`src/rtl/mem_load_stage_pkg.sv`:
```
// Shared defines for the MEM load stage: datapath widths, load-FSM encoding
// and the one-hot l_mask bit positions.
package mem_load_stage_pkg;
  localparam int XLEN          = 32;
  localparam int RF_ADDR_WIDTH = 5;

  localparam int LM_W   = 5;
  localparam int LM_LB  = 0;
  localparam int LM_LH  = 1;
  localparam int LM_LW  = 2;
  localparam int LM_LBU = 3;
  localparam int LM_LHU = 4;

  typedef enum logic [2:0] {
    ST_IDLE  = 3'd0,
    ST_REQ   = 3'd1,
    ST_WAIT  = 3'd2,
    ST_DONE  = 3'd3,
    ST_DRAIN = 3'd4
  } ld_state_e;
endpackage

```
`src/rtl/mem_load_stage_load_align.sv`:
```
// Combinational load-data extraction: picks the byte/halfword lane out of the
// captured bus word and sign- or zero-extends it according to l_mask.
module load_align #(
  parameter int XLEN = mem_load_stage_pkg::XLEN
) (
  input  logic [XLEN-1:0] word,
  input  logic [1:0]      addr_2low,
  input  logic [4:0]      l_mask,
  output logic [XLEN-1:0] data
);
  import mem_load_stage_pkg::*;

  logic [7:0]  b;
  logic [15:0] h;

  always_comb begin
    b = word[7:0];
    case (addr_2low)
      2'd1:    b = word[15:8];
      2'd2:    b = word[23:16];
      2'd3:    b = word[31:24];
      default: b = word[7:0];
    endcase
  end

  assign h = addr_2low[1] ? word[31:16] : word[15:0];

  always_comb begin
    data = word;
    if (l_mask[LM_LB])       data = {{(XLEN-8){b[7]}}, b};
    else if (l_mask[LM_LBU]) data = {{(XLEN-8){1'b0}}, b};
    else if (l_mask[LM_LH])  data = {{(XLEN-16){h[15]}}, h};
    else if (l_mask[LM_LHU]) data = {{(XLEN-16){1'b0}}, h};
  end
endmodule

```
`src/rtl/mem_load_stage.sv`:
```
// MEM pipeline stage: issues one data-bus read per aligned load, tolerates
// grant/response stalls and flushes, and registers the result into WB.
module mem_load_stage #(
  parameter int XLEN          = mem_load_stage_pkg::XLEN,
  parameter int RF_ADDR_WIDTH = mem_load_stage_pkg::RF_ADDR_WIDTH
) (
  input  logic                     clk,
  input  logic                     rst_n,
  input  logic                     pipe_flush,
  input  logic                     ex_mem_valid,
  output logic                     mem_allowin,
  input  logic [XLEN-1:0]          mem_pc,
  input  logic [XLEN-1:0]          mem_alu_res,
  input  logic                     mem_req_rf,
  input  logic [RF_ADDR_WIDTH-1:0] mem_rf_waddr,
  input  logic                     mem_is_load,
  input  logic [1:0]               mem_ls_addr_2low,
  input  logic [4:0]               mem_l_mask,
  output logic                     dbus_req,
  output logic [XLEN-1:0]          dbus_addr,
  input  logic                     dbus_gnt,
  input  logic                     dbus_rvalid,
  input  logic [XLEN-1:0]          dbus_rdata,
  input  logic                     wb_allowin,
  output logic                     mem_wb_valid,
  output logic [XLEN-1:0]          wb_pc,
  output logic [XLEN-1:0]          wb_wdata,
  output logic                     wb_req_rf,
  output logic [RF_ADDR_WIDTH-1:0] wb_rf_waddr,
  output logic                     wb_load_misal
);
  import mem_load_stage_pkg::*;

  ld_state_e       state_q, state_d;
  logic            mem_valid, mem_ready_go, misal, ld_ok, wb_cap;
  logic [XLEN-1:0] rdata_q, ld_data;

  assign misal = mem_is_load &&
                 (((mem_l_mask[LM_LH] || mem_l_mask[LM_LHU]) && mem_ls_addr_2low[0]) ||
                  (mem_l_mask[LM_LW] && (mem_ls_addr_2low != 2'b00)));
  assign ld_ok        = mem_is_load && !misal;
  assign mem_ready_go = !mem_is_load || misal || (state_q == ST_DONE);
  assign mem_wb_valid = mem_valid && mem_ready_go;
  // DRAIN blocks intake so a fresh load cannot race the stale response.
  assign mem_allowin  = (state_q != ST_DRAIN) && (!mem_valid || (mem_ready_go && wb_allowin));
  assign dbus_req     = (state_q == ST_REQ);
  assign dbus_addr    = {mem_alu_res[XLEN-1:2], 2'b00};
  assign wb_cap       = mem_wb_valid && wb_allowin && !pipe_flush;

  always_ff @(posedge clk) begin
    if (!rst_n)           mem_valid <= 1'b0;
    else if (pipe_flush)  mem_valid <= 1'b0;
    else if (mem_allowin) mem_valid <= ex_mem_valid;
  end

  always_ff @(posedge clk) begin
    if (!rst_n) state_q <= ST_IDLE;
    else        state_q <= state_d;
  end

  always_comb begin
    state_d = state_q;
    case (state_q)
      ST_IDLE:  if (!pipe_flush && mem_valid && ld_ok) state_d = ST_REQ;
      ST_REQ: begin
        // A grant accepted alongside a flush still owes us a response.
        if (pipe_flush)    state_d = dbus_gnt ? ST_DRAIN : ST_IDLE;
        else if (dbus_gnt) state_d = ST_WAIT;
      end
      ST_WAIT: begin
        if (dbus_rvalid)     state_d = pipe_flush ? ST_IDLE : ST_DONE;
        else if (pipe_flush) state_d = ST_DRAIN;
      end
      ST_DONE:  if (pipe_flush || (mem_wb_valid && wb_allowin)) state_d = ST_IDLE;
      ST_DRAIN: if (dbus_rvalid) state_d = ST_IDLE;
      default:  state_d = ST_IDLE;
    endcase
  end

  always_ff @(posedge clk) begin
    if (!rst_n)
      rdata_q <= '0;
    else if ((state_q == ST_WAIT) && dbus_rvalid && !pipe_flush)
      rdata_q <= dbus_rdata;
  end

  load_align #(.XLEN(XLEN)) u_load_align (
    .word      (rdata_q),
    .addr_2low (mem_ls_addr_2low),
    .l_mask    (mem_l_mask),
    .data      (ld_data)
  );

  always_ff @(posedge clk) begin
    if (!rst_n) begin
      wb_pc         <= '0;
      wb_wdata      <= '0;
      wb_req_rf     <= 1'b0;
      wb_rf_waddr   <= '0;
      wb_load_misal <= 1'b0;
    end else if (wb_cap) begin
      wb_pc         <= mem_pc;
      wb_wdata      <= ld_ok ? ld_data : mem_alu_res;
      wb_req_rf     <= mem_req_rf && !misal;
      wb_rf_waddr   <= mem_rf_waddr;
      wb_load_misal <= misal;
    end
  end
endmodule

```
`config.mk`:
```
export PLATFORM = sky130hd
export DESIGN_NAME = mem_load_stage
export DESIGN_NICKNAME = d
export VERILOG_FILES = /design/src/rtl/mem_load_stage_pkg.sv /design/src/rtl/mem_load_stage_load_align.sv /design/src/rtl/mem_load_stage.sv
export SDC_FILE = /design/constraint.sdc
export NUM_CORES = 1
export LEC_CHECK = 0
export ABC_AREA = 0
export CAP_MARGIN = 20
export CORE_MARGIN = 2
export CORE_UTILIZATION = 46
export DETAILED_ROUTE_END_ITERATION = 7
export GPL_TIMING_DRIVEN = 0
export PLACE_DENSITY_LB_ADDON = 0.3
export SYNTH_ARGS = -nofsm -noshare
export SYNTH_HDL_FRONTEND = slang
export SYNTH_SLANG_ARGS = --single-unit
```
`constraint.sdc`:
```
create_clock -name clk -period 4.6 [get_ports clk]
set_clock_uncertainty 0.15 [all_clocks]
set_input_delay 0.92 -clock clk [delete_from_list [all_inputs] [get_ports clk]]
set_output_delay 0.92 -clock clk [all_outputs]
set_load 0.05 [all_outputs]
```
; ---- Yosys cells after proc, flatten, opt, wreduce, memory -nomap -nowiden
; Index checks and enable logic that the tools add are counted.
; Widths: inputs -> output; s select.
[totals]
ff_bits = 107
output_inout_bits = 106
[classes]
n_eq_ne = 13
muxes = 17
bitwise_logic = 1
reduce_logical = 28
[op_table]
columns = operator, count
row1 = $mux 32, 5
row2 = $mux 3, 8
row3 = $pmux 8 s3, 1
row4 = $mux 16, 1
row5 = $pmux 3 s5, 1
row6 = $logic_and 1x1->1, 14
row7 = $eq 3x2->1 const B, 2
row8 = $logic_or 1x1->1, 6
row9 = $ne 3x3->1 const B, 2
row10 = $reduce_and 5->1, 1
row11 = $eq 2x2->1 const B, 2
row12 = $logic_not 1->1, 4
row13 = $ne 2x2->1 const B, 2
row14 = $eq 3x1->1 const B, 1
row15 = $eq 3x3->1 const B, 1
row16 = $logic_not 3->1, 1
row17 = $ne 3x2->1 const B, 1
row18 = $eq 2x1->1 const B, 1
row19 = $mux 2, 1
row20 = $ne 2x1->1 const B, 1
row21 = $reduce_bool 2->1, 1
row22 = $reduce_or 2->1, 1
row23 = $not 1->1, 1

; ---- Longest topological paths before layout
; Gate-level depths: netlist of run 1.
[depth]
word_depth = 11
mapped_depth = 8
depth_no_buf = 5

; ---- Cells and area by module
; From an unflattened synthesis of run 1, not the netlist that was laid out.
[hier_totals]
hier_cells = 662
area_unflattened_um2 = 5532.8
[by_module_without_submodules]
columns = module, n_inst, cells_each, area_per_inst_um2, seq_area_each_um2
row1 = mem_load_stage, 1, 537, 4735.8, 2142.1
row2 = load_align, 1, 125, 797.0, 0.0

; ---- Worst setup path before layout of run 1
; No wires, ideal clock.
[synth_path]
path_type = input port to output port
startpoint = in mem_l_mask[1]
endpoint = out mem_allowin
arrival_ps = 2189
path_slack_ps = 1341
path_stages = 5
path_cell_list = buf_2 -> o21ai_4 -> nand4_1 -> nand2_1 -> a21oi_1
[synth_via]
elab_chain_cells = 9
[synth_lines]
columns = item, line
row1 = "start, declared", mem_load_stage.sv:18  ; input logic [4:0] mem_l_mask,
row2 = $logic_or 1x1->1, mem_load_stage.sv:39  ; (((mem_l_mask[LM_LH] || mem_l_mask[LM_LHU]) && mem_ls_addr_2low[0]) ||
row3 = $logic_and 1x1->1, mem_load_stage.sv:39
row4 = $logic_or 1x1->1, mem_load_stage.sv:39
row5 = $logic_and 1x1->1, mem_load_stage.sv:38  ; assign misal = mem_is_load &&
row6 = $logic_or 1x1->1 (2 in a row), mem_load_stage.sv:42  ; assign mem_ready_go = !mem_is_load || misal || (state_q == ST_DONE);
row7 = $logic_and 1x1->1, mem_load_stage.sv:45  ; assign mem_allowin = (state_q != ST_DRAIN) && (!mem_valid || (mem_ready_go && wb_allowin));
row8 = $logic_or 1x1->1, mem_load_stage.sv:45
row9 = $logic_and 1x1->1, mem_load_stage.sv:45
row10 = "end, declared", mem_load_stage.sv:11  ; output logic mem_allowin,
; No other way between the ends.

; ---- Worst setup path after layout of run 1
[layout_path]
startpoint = in mem_ls_addr_2low[0]
endpoint = out mem_allowin
[layout_via]
elab_chain_cells = 9
[layout_lines]
columns = item, line
row1 = "start, declared", mem_load_stage.sv:17  ; input logic [1:0] mem_ls_addr_2low,
row2 = $reduce_bool 2->1, mem_load_stage.sv:40  ; (mem_l_mask[LM_LW] && (mem_ls_addr_2low != 2'b00)));
row3 = $logic_and 1x1->1, mem_load_stage.sv:40
row4 = $logic_or 1x1->1 *, mem_load_stage.sv:39
row5 = $logic_and 1x1->1 *, mem_load_stage.sv:38
row6 = $logic_or 1x1->1 * (2 in a row), mem_load_stage.sv:42
row7 = $logic_and 1x1->1 *, mem_load_stage.sv:45
row8 = $logic_or 1x1->1 *, mem_load_stage.sv:45
row9 = $logic_and 1x1->1 *, mem_load_stage.sv:45
; Mark *: on every way between the ends. The rest lies on a longest branch, timed or not.

==> results of run 1 <==
-- per-stage QoR --
stage               instance area (sq um)  cells
global route                         7930   1047
detailed placement                   7630   1031
finish                               7930   1047
global placement                     7630   1031
floorplan                            5270    670
CTS                                  7930   1047
-- layout by cell type (no fill, tap or decap), types with 6 or more instances in the layout --
cell type	n
buf_4	34
mux2_2	7
a21boi_0	56
clkdlybuf4s50_1	218
mux2i_1	23
o21ai_1	9
nand2b_1	6
clkbuf_1	22
nor2_1	16
o211ai_1	15
a21oi_1	28
dfxtp_1	107
o22ai_1	23
clkbuf_16	9
nand3_1	21
o21ai_0	34
a21boi_1	16
buf_2	25
nand2_1	187
-- power groups by stage --
stage / Sequential [W] / Combinational [W] / Clock, W
after global routing: 0.000944 / 0.000429 / 0.000813
after CTS: 0.000943 / 0.000404 / 0.000775
final: 0.000943 / 0.000405 / 0.000771
after global placement: 0.000964 / 0.000396 / 0
after floorplan: 0.000990 / 0.000188 / 0
after detailed placement: 0.000964 / 0.000402 / 0
-- area by class of cell --
| type | count | area, sq um | share of cell area, % |
|---|---|---|---|
| buffer | 83 | 472 | 5.95 |
| sequential | 107 | 2140 | 27.0 |
| tap | 143 | 179 | 2.26 |
| clock inverter | 7 | 66.3 | 0.837 |
| clock buffer | 9 | 225 | 2.84 |
| multi-input combinational | 479 | 2660 | 33.5 |
| timing repair buffer | 218 | 2180 | 27.5 |
| inverter | 1 | 3.75 | 0.0474 |
-- final timing paths --
kind,startpoint,to,slack [ns],depth (start not counted)
worst max-delay path,mem_ls_addr_2low[0],mem_allowin,0.49,6
worst min-delay path,wb_pc[27],wb_pc[27],0.30,2
worst max register to register,state_q[2],wb_wdata[27],2.57,5
worst min register to register,wb_pc[27],wb_pc[27],0.30,2
-- cell families (layout without fill, tap and decap cells) --
family	count (synthesis)	after routing
mux	30	30
flops	107	107
buf+inv	84	318
simple gates	254	254
other cells	1	2
compound gates	193	193
-- worst min-delay path, delay by kind of cell, from the launching register on --
family | cells | cell delay, ns
compound gates | 1 | 0.05
flops | 1 | 0.31
simple gates | 1 | 0.05
-- routing by layer --
metal,GRT usage [%],wire length [um]
met3,6.51,1510
met1,36.5,7320
met5,0,0
met4,7.65,272
met2,47.0,8190
-- sequential cells by signal, summed over array words and instances, names as in the netlist --
signal,cells
mem_valid,1
rdata_q,32
state_q,3
wb_load_misal,1
wb_pc,32
wb_req_rf,1
wb_rf_waddr,5
wb_wdata,32
==> metrics.md, run 1 <==
| Metric | Value |
|---|---|
| Layout cells sized above 1 | `9.85%` |
| Routability cong. | `0.905` |
| Hold crit path type | `register to register` |
| Buffers and inverters on the worst path | `2` |
| Share of the synthesized area in the top cell type | `40.7%` |
| Slew HR | `52.4%` |
| Req. time, crit path | `3.53 ns` |
| Post-Synth XOR/XNOR Area | `0%` |
| Setup_tns | `0 ns` |
| Setup WS pre-CTS | `0.516 ns` |
| DRT iter0 DRCs | `318` |
| Clock Power Share | `36.4%` |
| Count leader, synth | `nand2_1` |
| Worst-Margin Slew | `0.709 ns` |
| Vias per std cell | `5.35` |
| Number of diodes | `0` |
| Clock-pin slew on the worst setup and hold paths | `0.07 ns` |
| Period minus WS final | `4.11 ns` |
| P_leak | `2.83 nW` |
| Area grow syn2layout | `50.4%` |
| Max-cap check violation count | `0` |
| Fmax | `243 MHz` |
| Hold Slack | `0.302 ns` |
| Period utilization | `89.4%` |
| Multiplexer area fraction after synthesis | `5.87%` |
| Compound-cell area share of the yosys netlist | `24.1%` |
| Post-synthesis sequential area ratio | `40.7%` |
| Insertion delay to the later sink of the worst-skew pair | `0.35 ns` |
| CP top delay family | `buffers and inverters` |
| Outcome | `finished clean` |
| Number of global-route vias before repair | `5453` |
| Critical Path Most Common Cell | `clkdlybuf4s50_1` |
| Starting Density | `46.5%` |
| Largest net degree at the start of global routing | `18` |
| Drt drc | `0` |
| Pwr Total | `0.00212 W` |
| Final #Nets | `1016` |
| Syn Inst Count | `669` |
| I/O Buffers | `218` |
| Crit path cell chain | `clkdlybuf4s50_1 -> o21ai_2 -> nand4_1 -> nand2_1 -> a21oi_1 -> clkdlybuf4s50_1` |
| GRT Total Usage | `28.1%` |
| Count of different cell masters after synthesis | `44` |
| Cts repair resizes | `0` |
| Antenna-violating nets left | `0` |
| Synth Area in Simple Gates | `20.3%` |
| Vias | `5603` |
| CTS Sinks | `107` |
| Post-synthesis average cell area | `7.88 sq um` |
| Adder-Cell Fraction of Synth Area | `0%` |
| #FFs+latches synth | `107` |
| Sw frac | `27.0%` |
| Die X | `111 um` |
| Overflow after GRT | `0` |
| Fill cells | `908` |
| Pre-antenna DRT Iters | `6` |
| Hold_buf cts | `0` |
| Die area | `0.0123 sq mm` |
| RSZ-0062 raised after global routing | `no` |
| Slowest CP cell | `clkdlybuf4s50_1` |
| Hold Violations, Final | `0` |
| Final Util | `70.0%` |
| Crit Path Max Fanout | `6` |
| Top post-synthesis cells by area | `dfxtp_1, nand2_1, a21boi_0, buf_4, mux2i_1` |
| First-pass GRT wire length | `28200 um` |
| CP Launch Type | `input port` |
| Die Y-Extent | `111 um` |
| CP Capture Type | `primary output` |
| # H-tree levels | `3` |
| Root Buffer | `clkbuf_16` |
| P_sw | `0.000572 W` |
| Hpwl dp | `13600 um` |
| Number of synthesized flops with an enable pin | `0` |
| TritonCTS Buffers | `9` |
| Core area | `0.0113 sq mm` |
| Arr. time, crit path | `3.04 ns` |
| Core Rows | `39` |
| Post-synth top area cell | `dfxtp_1` |
| Max incr delay on CP | `0.85 ns` |
| Post-DR wirelength/cell | `16.5 um` |
| Critical setup path kind | `input port to primary output` |
| # setup viols final | `0` |
| CTS tree | `yes` |
| # Post-CTS Setup Buffers | `0` |
| Prevailing post-synth register cell | `dfxtp_1` |
| Final Max Tran Viols | `0` |
| IO Count | `223` |
| Peak supply drop | `0.184 mV` |
| Warnings from Yosys | `0` |
| Total wire length | `17300 um` |
| Setup ws final | `0.486 ns` |
| Maximum buffer depth of the clock tree | `2` |
| Synth cell count leaders | `nand2_1, dfxtp_1, a21boi_0, buf_4, o21ai_0` |
| FFs w/ async S/R, synth | `0%` |
| Main combinational cell family by area after synthesis | `compound AO/OA/AOI/OAI gates` |
| Combinational power share | `19.1%` |
| P_int | `0.00155 W` |
| Initial antenna violation count | `0` |
| Sequential Power Share | `44.5%` |
| Post-Syn Area | `0.00527 sq mm` |
| Power density over cell area | `267 mW/mm^2` |
(Power assumes the default switching activity.)
==> inputs of run 2 (changes only) <==
--- a/config.mk
+++ b/config.mk
@@ -8,7 +8,7 @@
 export ABC_AREA = 0
 export CAP_MARGIN = 20
 export CORE_MARGIN = 2
-export CORE_UTILIZATION = 46
+export CORE_UTILIZATION = 30
 export DETAILED_ROUTE_END_ITERATION = 7
 export GPL_TIMING_DRIVEN = 0
 export PLACE_DENSITY_LB_ADDON = 0.3
==> run 2 against run 1 <==
- sequential share of layout area fell by 0.40 points
- combinational power hardly changed
- hold slack improved by 0.0023 ns
- die area up 51%
- non-clock buffer count is the same
==> metrics.md, run 2 (synthesis gave the netlist of run 1 again) <==
| Metric | Value |
|---|---|
| Overflow after GRT | `0` |
| Largest net degree at the start of global routing | `20` |
| Final Max Tran Viols | `0` |
| Layout cells sized above 1 | `9.85%` |
| Die X | `137 um` |
| Peak supply drop | `0.202 mV` |
| Post-DR wirelength/cell | `16.0 um` |
| First-pass GRT wire length | `27400 um` |
| IO Count | `223` |
| CP Launch Type | `input port` |
| Core Rows | `48` |
| Total wire length | `18100 um` |
| Clock-pin slew on the worst setup and hold paths | `0.07 ns` |
| Hold Violations, Final | `0` |
| # setup viols final | `0` |
| Cts repair resizes | `0` |
| Placed Area | `0.00774 sq mm` |
| Core area | `0.0172 sq mm` |
| Maximum buffer depth of the clock tree | `2` |
| Crit path cell chain | `clkdlybuf4s50_1 -> o21ai_2 -> nand4_1 -> nand2_1 -> a21oi_1 -> clkdlybuf4s50_1` |
| P_leak | `2.83 nW` |
| Met2 usage in global routing | `30.6%` |
| Most frequent cells in the layout | `clkdlybuf4s50_1, nand2_1, dfxtp_1` |
| Critical setup path kind | `input port to primary output` |
| Max incr delay on CP | `0.71 ns` |
| Crit Path Max Fanout | `6` |
| Largest registers | `rdata_q: 32 flops, wb_pc: 32 flops, wb_wdata: 32 flops` |
| Power density over cell area | `268 mW/mm^2` |
| Number of global-route vias before repair | `5063` |
| Initial antenna violation count | `1` |
| Vias | `5365` |
| Hold Slack | `0.305 ns` |
| GRT Total Usage | `19.2%` |
| Hold crit path type | `register to register` |
| Drt drc | `0` |
| Period minus WS final | `4.16 ns` |
| Area grow syn2layout | `52.6%` |
| I/O Buffers | `218` |
| Antenna-violating nets left | `0` |
| Die area | `0.0186 sq mm` |
| Vias per std cell | `4.75` |
| GR Util met1 | `26.1%` |
| TritonCTS Buffers | `9` |
| Outcome | `finished clean` |
| Slew HR | `52.2%` |
| Fmax | `240 MHz` |
| Critical Path Most Common Cell | `clkdlybuf4s50_1` |
| Root Buffer | `clkbuf_16` |
| Insertion delay to the later sink of the worst-skew pair | `0.36 ns` |
| Hpwl dp | `14400 um` |
| # Post-CTS Setup Buffers | `0` |
| CTS tree | `yes` |
| CTS Sinks | `107` |
| Max-cap check violation count | `0` |
| Req. time, crit path | `3.53 ns` |
| Slowest CP cell | `clkdlybuf4s50_1` |
| Pre-antenna DRT Iters | `4` |
| Worst-Margin Slew | `0.712 ns` |
| CP Capture Type | `primary output` |
| # H-tree levels | `3` |
| GR peak layer | `met2` |
| Arr. time, crit path | `3.09 ns` |
| Period utilization | `90.5%` |
| Routability cong. | `0.929` |
| Final #Nets | `1016` |
| Commonest non-fill, non-tap cell in the layout | `clkdlybuf4s50_1` |
| Global Route met3 Usage | `3.59%` |
| Setup_tns | `0 ns` |
| Starting Density | `30.6%` |
| Post-route cell area | `0.00804 sq mm` |
| RSZ-0062 raised after global routing | `no` |
| Hold_buf cts | `0` |
| Number of diodes | `0` |
| DRT iter0 DRCs | `276` |
| Die Y-Extent | `137 um` |
[run 2: worst max-delay path, delay by kind of cell]
family          cells  cell delay (ns)
buf+inv             2             1.28
compound gates      2             0.44
simple gates        2             0.46
[run 2: metrics by stage]
| step | util (%) | worst slack (ns) | cells | power (W) |
|---|---|---|---|---|
| final | 46.7 | 0.436 | 1129 | 0.00215 |
| after global routing | 46.7 | 0.285 | 1129 | 0.00223 |
| after global placement | 44.9 | 0.439 | 1113 | 0.00137 |
| after CTS | 46.7 | 0.448 | 1129 | 0.00217 |
| after detailed placement | 44.9 | 0.466 | 1113 | 0.00137 |
| after floorplan | - | 1.34 | 670 | 0.00118 |
[run 2: final timing paths]
| kind | from | end | slack [ns] | depth (start not counted) |
|---|---|---|---|---|
| hold reg to reg | wb_pc[7] | wb_pc[7] | 0.30 | 2 |
| setup / recovery | mem_ls_addr_2low[0] | mem_allowin | 0.44 | 6 |
| setup reg to reg | state_q[2] | wb_wdata[22] | 2.52 | 5 |
| hold / removal | wb_pc[7] | wb_pc[7] | 0.30 | 2 |
[run 2: cell type report]
class / count / area (sq um)
well taps: 225 / 282
plain buffers: 83 / 472
fillers: 1737 / 9190
inverters: 1 / 3.75
clock inverters: 7 / 81.3
flip-flops and latches: 107 / 2140
clock buffers: 9 / 225
repair buffers: 218 / 2180
multi-input cells: 479 / 2660
[run 2: metal layers]
layer	vias up	wire (um)
met5	-	7
met4	2	272
met3	17	1180
met2	133	8460
met1	2484	8210
li1	2729	-
[run 2: power by group]
part           internal, W  total [W]  switching, W  leakage, nW
registers         0.000936   0.000942    0.00000610        0.863
logic             0.000189   0.000406      0.000217         1.82
clock network     0.000430   0.000806      0.000376        0.147
total              0.00156    0.00215      0.000599         2.83
==> inputs of run 3 (changes only) <==
--- a/config.mk
+++ b/config.mk
@@ -7,11 +7,10 @@
 export LEC_CHECK = 0
 export ABC_AREA = 0
 export CAP_MARGIN = 20
-export CORE_MARGIN = 2
 export CORE_UTILIZATION = 30
 export DETAILED_ROUTE_END_ITERATION = 7
-export GPL_TIMING_DRIVEN = 0
 export PLACE_DENSITY_LB_ADDON = 0.3
+export RECOVER_POWER = 25
 export SYNTH_ARGS = -nofsm -noshare
 export SYNTH_HDL_FRONTEND = slang
 export SYNTH_SLANG_ARGS = --single-unit
==> run 3 against run 2 <==
- global-route usage fell by 0.13 points
- highest routed layer is now met4
- critical path depth did not move
- largest cell class unchanged
- hold slack got worse by 0.0052 ns
==> metrics.md, run 3 (synthesis gave the netlist of run 1 again) <==
| Metric | Value |
|---|---|
| Pre-antenna DRT Iters | `5` |
| # setup viols final | `0` |
| Area grow syn2layout | `45.4%` |
| Post-Layout Cell Count | `1059` |
| Crit Path Max Fanout | `7` |
| Clock-pin slew on the worst setup and hold paths | `0.07 ns` |
| Maximum buffer depth of the clock tree | `2` |
| Number of global-route vias before repair | `4655` |
| Antenna-violating nets left | `0` |
| Setup WS pre-CTS | `0.937 ns` |
| Period utilization | `85.0%` |
| Peak supply drop | `0.168 mV` |
| Vias per std cell | `4.84` |
| Period minus WS final | `3.91 ns` |
| First-pass GRT wire length | `26500 um` |
| Hold_buf cts | `0` |
| Root Buffer | `clkbuf_16` |
| Critical path startpoint | `mem_ls_addr_2low[1]` |
| # Post-CTS Setup Buffers | `0` |
| Insertion delay to the later sink of the worst-skew pair | `0.36 ns` |
| Starting Density | `30.6%` |
| Reg area | `0.00214 sq mm` |
| Worst-case reg-to-reg path depth | `5` |
| Die Y-Extent | `135 um` |
| TritonCTS Buffers | `9` |
| Hold Crit Depth | `2` |
| Placed Area | `0.00738 sq mm` |
| Commonest non-fill, non-tap cell in the layout | `clkdlybuf4s50_1` |
| Initial antenna violation count | `0` |
| Setup ws final | `0.692 ns` |
| Setup slack, reg-to-reg | `1.88 ns` |
| Reg2reg start | `state_q[1]` |
| Largest net degree at the start of global routing | `59` |
| CTS Sinks | `107` |
| Core area | `0.0172 sq mm` |
| Critical Path Sink | `mem_allowin` |
| Cts repair resizes | `0` |
| Final Max Tran Viols | `0` |
| Critical setup path kind | `input port to primary output` |
| Hold crit path type | `register to register` |
| Crit path cell chain | `clkdlybuf4s50_1 -> o21ai_0 -> nand4_1 -> nand2_1 -> a21oi_1 -> buf_12` |
| Req. time, crit path | `3.53 ns` |
| Total wire length | `17100 um` |
| Post-DR wirelength/cell | `16.2 um` |
| # H-tree levels | `3` |
| Buffers and inverters on the worst path | `2` |
| IO Count | `223` |
| Most frequent cells in the layout | `clkdlybuf4s50_1, nand2_1, dfxtp_1` |
| Die area | `0.0181 sq mm` |
| Routability cong. | `0.782` |
| Multi-input gate area | `0.00266 sq mm` |
| Core Rows | `48` |
| Setup_tns | `0 ns` |
| Fill cells | `1720` |
| Slowest CP cell | `clkdlybuf4s50_1` |
| Max-cap check violation count | `0` |
| Final Util | `44.5%` |
| CP top delay family | `buffers and inverters` |
| P_leak | `2.64 nW` |
| CTS tree | `yes` |
| Vias | `5129` |
| Hpwl dp | `12300 um` |
| Placed cells | `1043` |
| R2r endpoint | `rdata_q[8]` |
| CP Launch Type | `input port` |
| CP Capture Type | `primary output` |
| Fmax | `256 MHz` |
| Max incr delay on CP | `0.56 ns` |
| DRT iter0 DRCs | `483` |
| RSZ-0062 raised after global routing | `no` |
| Slew HR | `5.29%` |
| Arr. time, crit path | `2.84 ns` |
| Post-route cell area | `0.00766 sq mm` |
| Final #Nets | `946` |
| Worst-Margin Slew | `1.42 ns` |
| I/O Buffers | `220` |
| Largest registers | `rdata_q: 32 flops, wb_pc: 32 flops, wb_wdata: 32 flops` |
| GRT Total Usage | `19.0%` |
| Outcome | `finished clean` |
| Die X | `135 um` |
| Crit path depth | `6` |
| Layout cells sized above 1 | `4.92%` |
| Number of diodes | `0` |
| Drt drc | `0` |
| Overflow after GRT | `0` |
| Hold Violations, Final | `0` |
| Power density over cell area | `272 mW/mm^2` |
run 3: routing by layer:
layer	GRT usage [%]	vias up	part of all wire (%)
met5	0	-	0
met4	7.37	0	2.2
met3	3.34	21	5.8
met2	29.3	154	45
met1	26.4	2369	47
li1	-	2585	-
run 3: worst min path at each step:
stage / from / to / slack [ns]
detailed placement: wb_wdata[18] / wb_wdata[18] / 0.29
finish: wb_wdata[18] / wb_wdata[18] / 0.30
global route: wb_pc[6] / wb_pc[6] / 0.32
floorplan: rdata_q[9] / rdata_q[9] / 0.29
CTS: wb_pc[13] / wb_pc[13] / 0.31
global placement: wb_wdata[21] / wb_wdata[21] / 0.29
run 3: cell type report:
cell class	count	share of cell area (%)
clock buffer	9	2.94
multi-input combinational	479	34.7
timing repair buffer	231	29.8
inverter	1	0.0490
tap	225	3.67
clock inverter	7	0.800
sequential	107	28.0
run 3: stage by stage:
stage	hold WS [ns]	total power, W
2_1_floorplan	0.290	0.00118
3_3_place_gp	0.286	0.00134
3_5_place_dp	0.295	0.00134
4_1_cts	0.306	0.00211
5_1_grt	0.323	0.00217
6_report	0.300	0.00208
run 3: power breakdown:
group	switching (W)	internal (W)
Clock	0.000388	0.000377
Combinational	0.000204	0.000168
Sequential	0.00000928	0.000936
Total	0.000602	0.00148
run 3: worst min-delay path: stages, from the launching register on:
cell and delay (ns):
dfxtp_1 0.32, nand2_1 0.04, o21ai_0 0.05
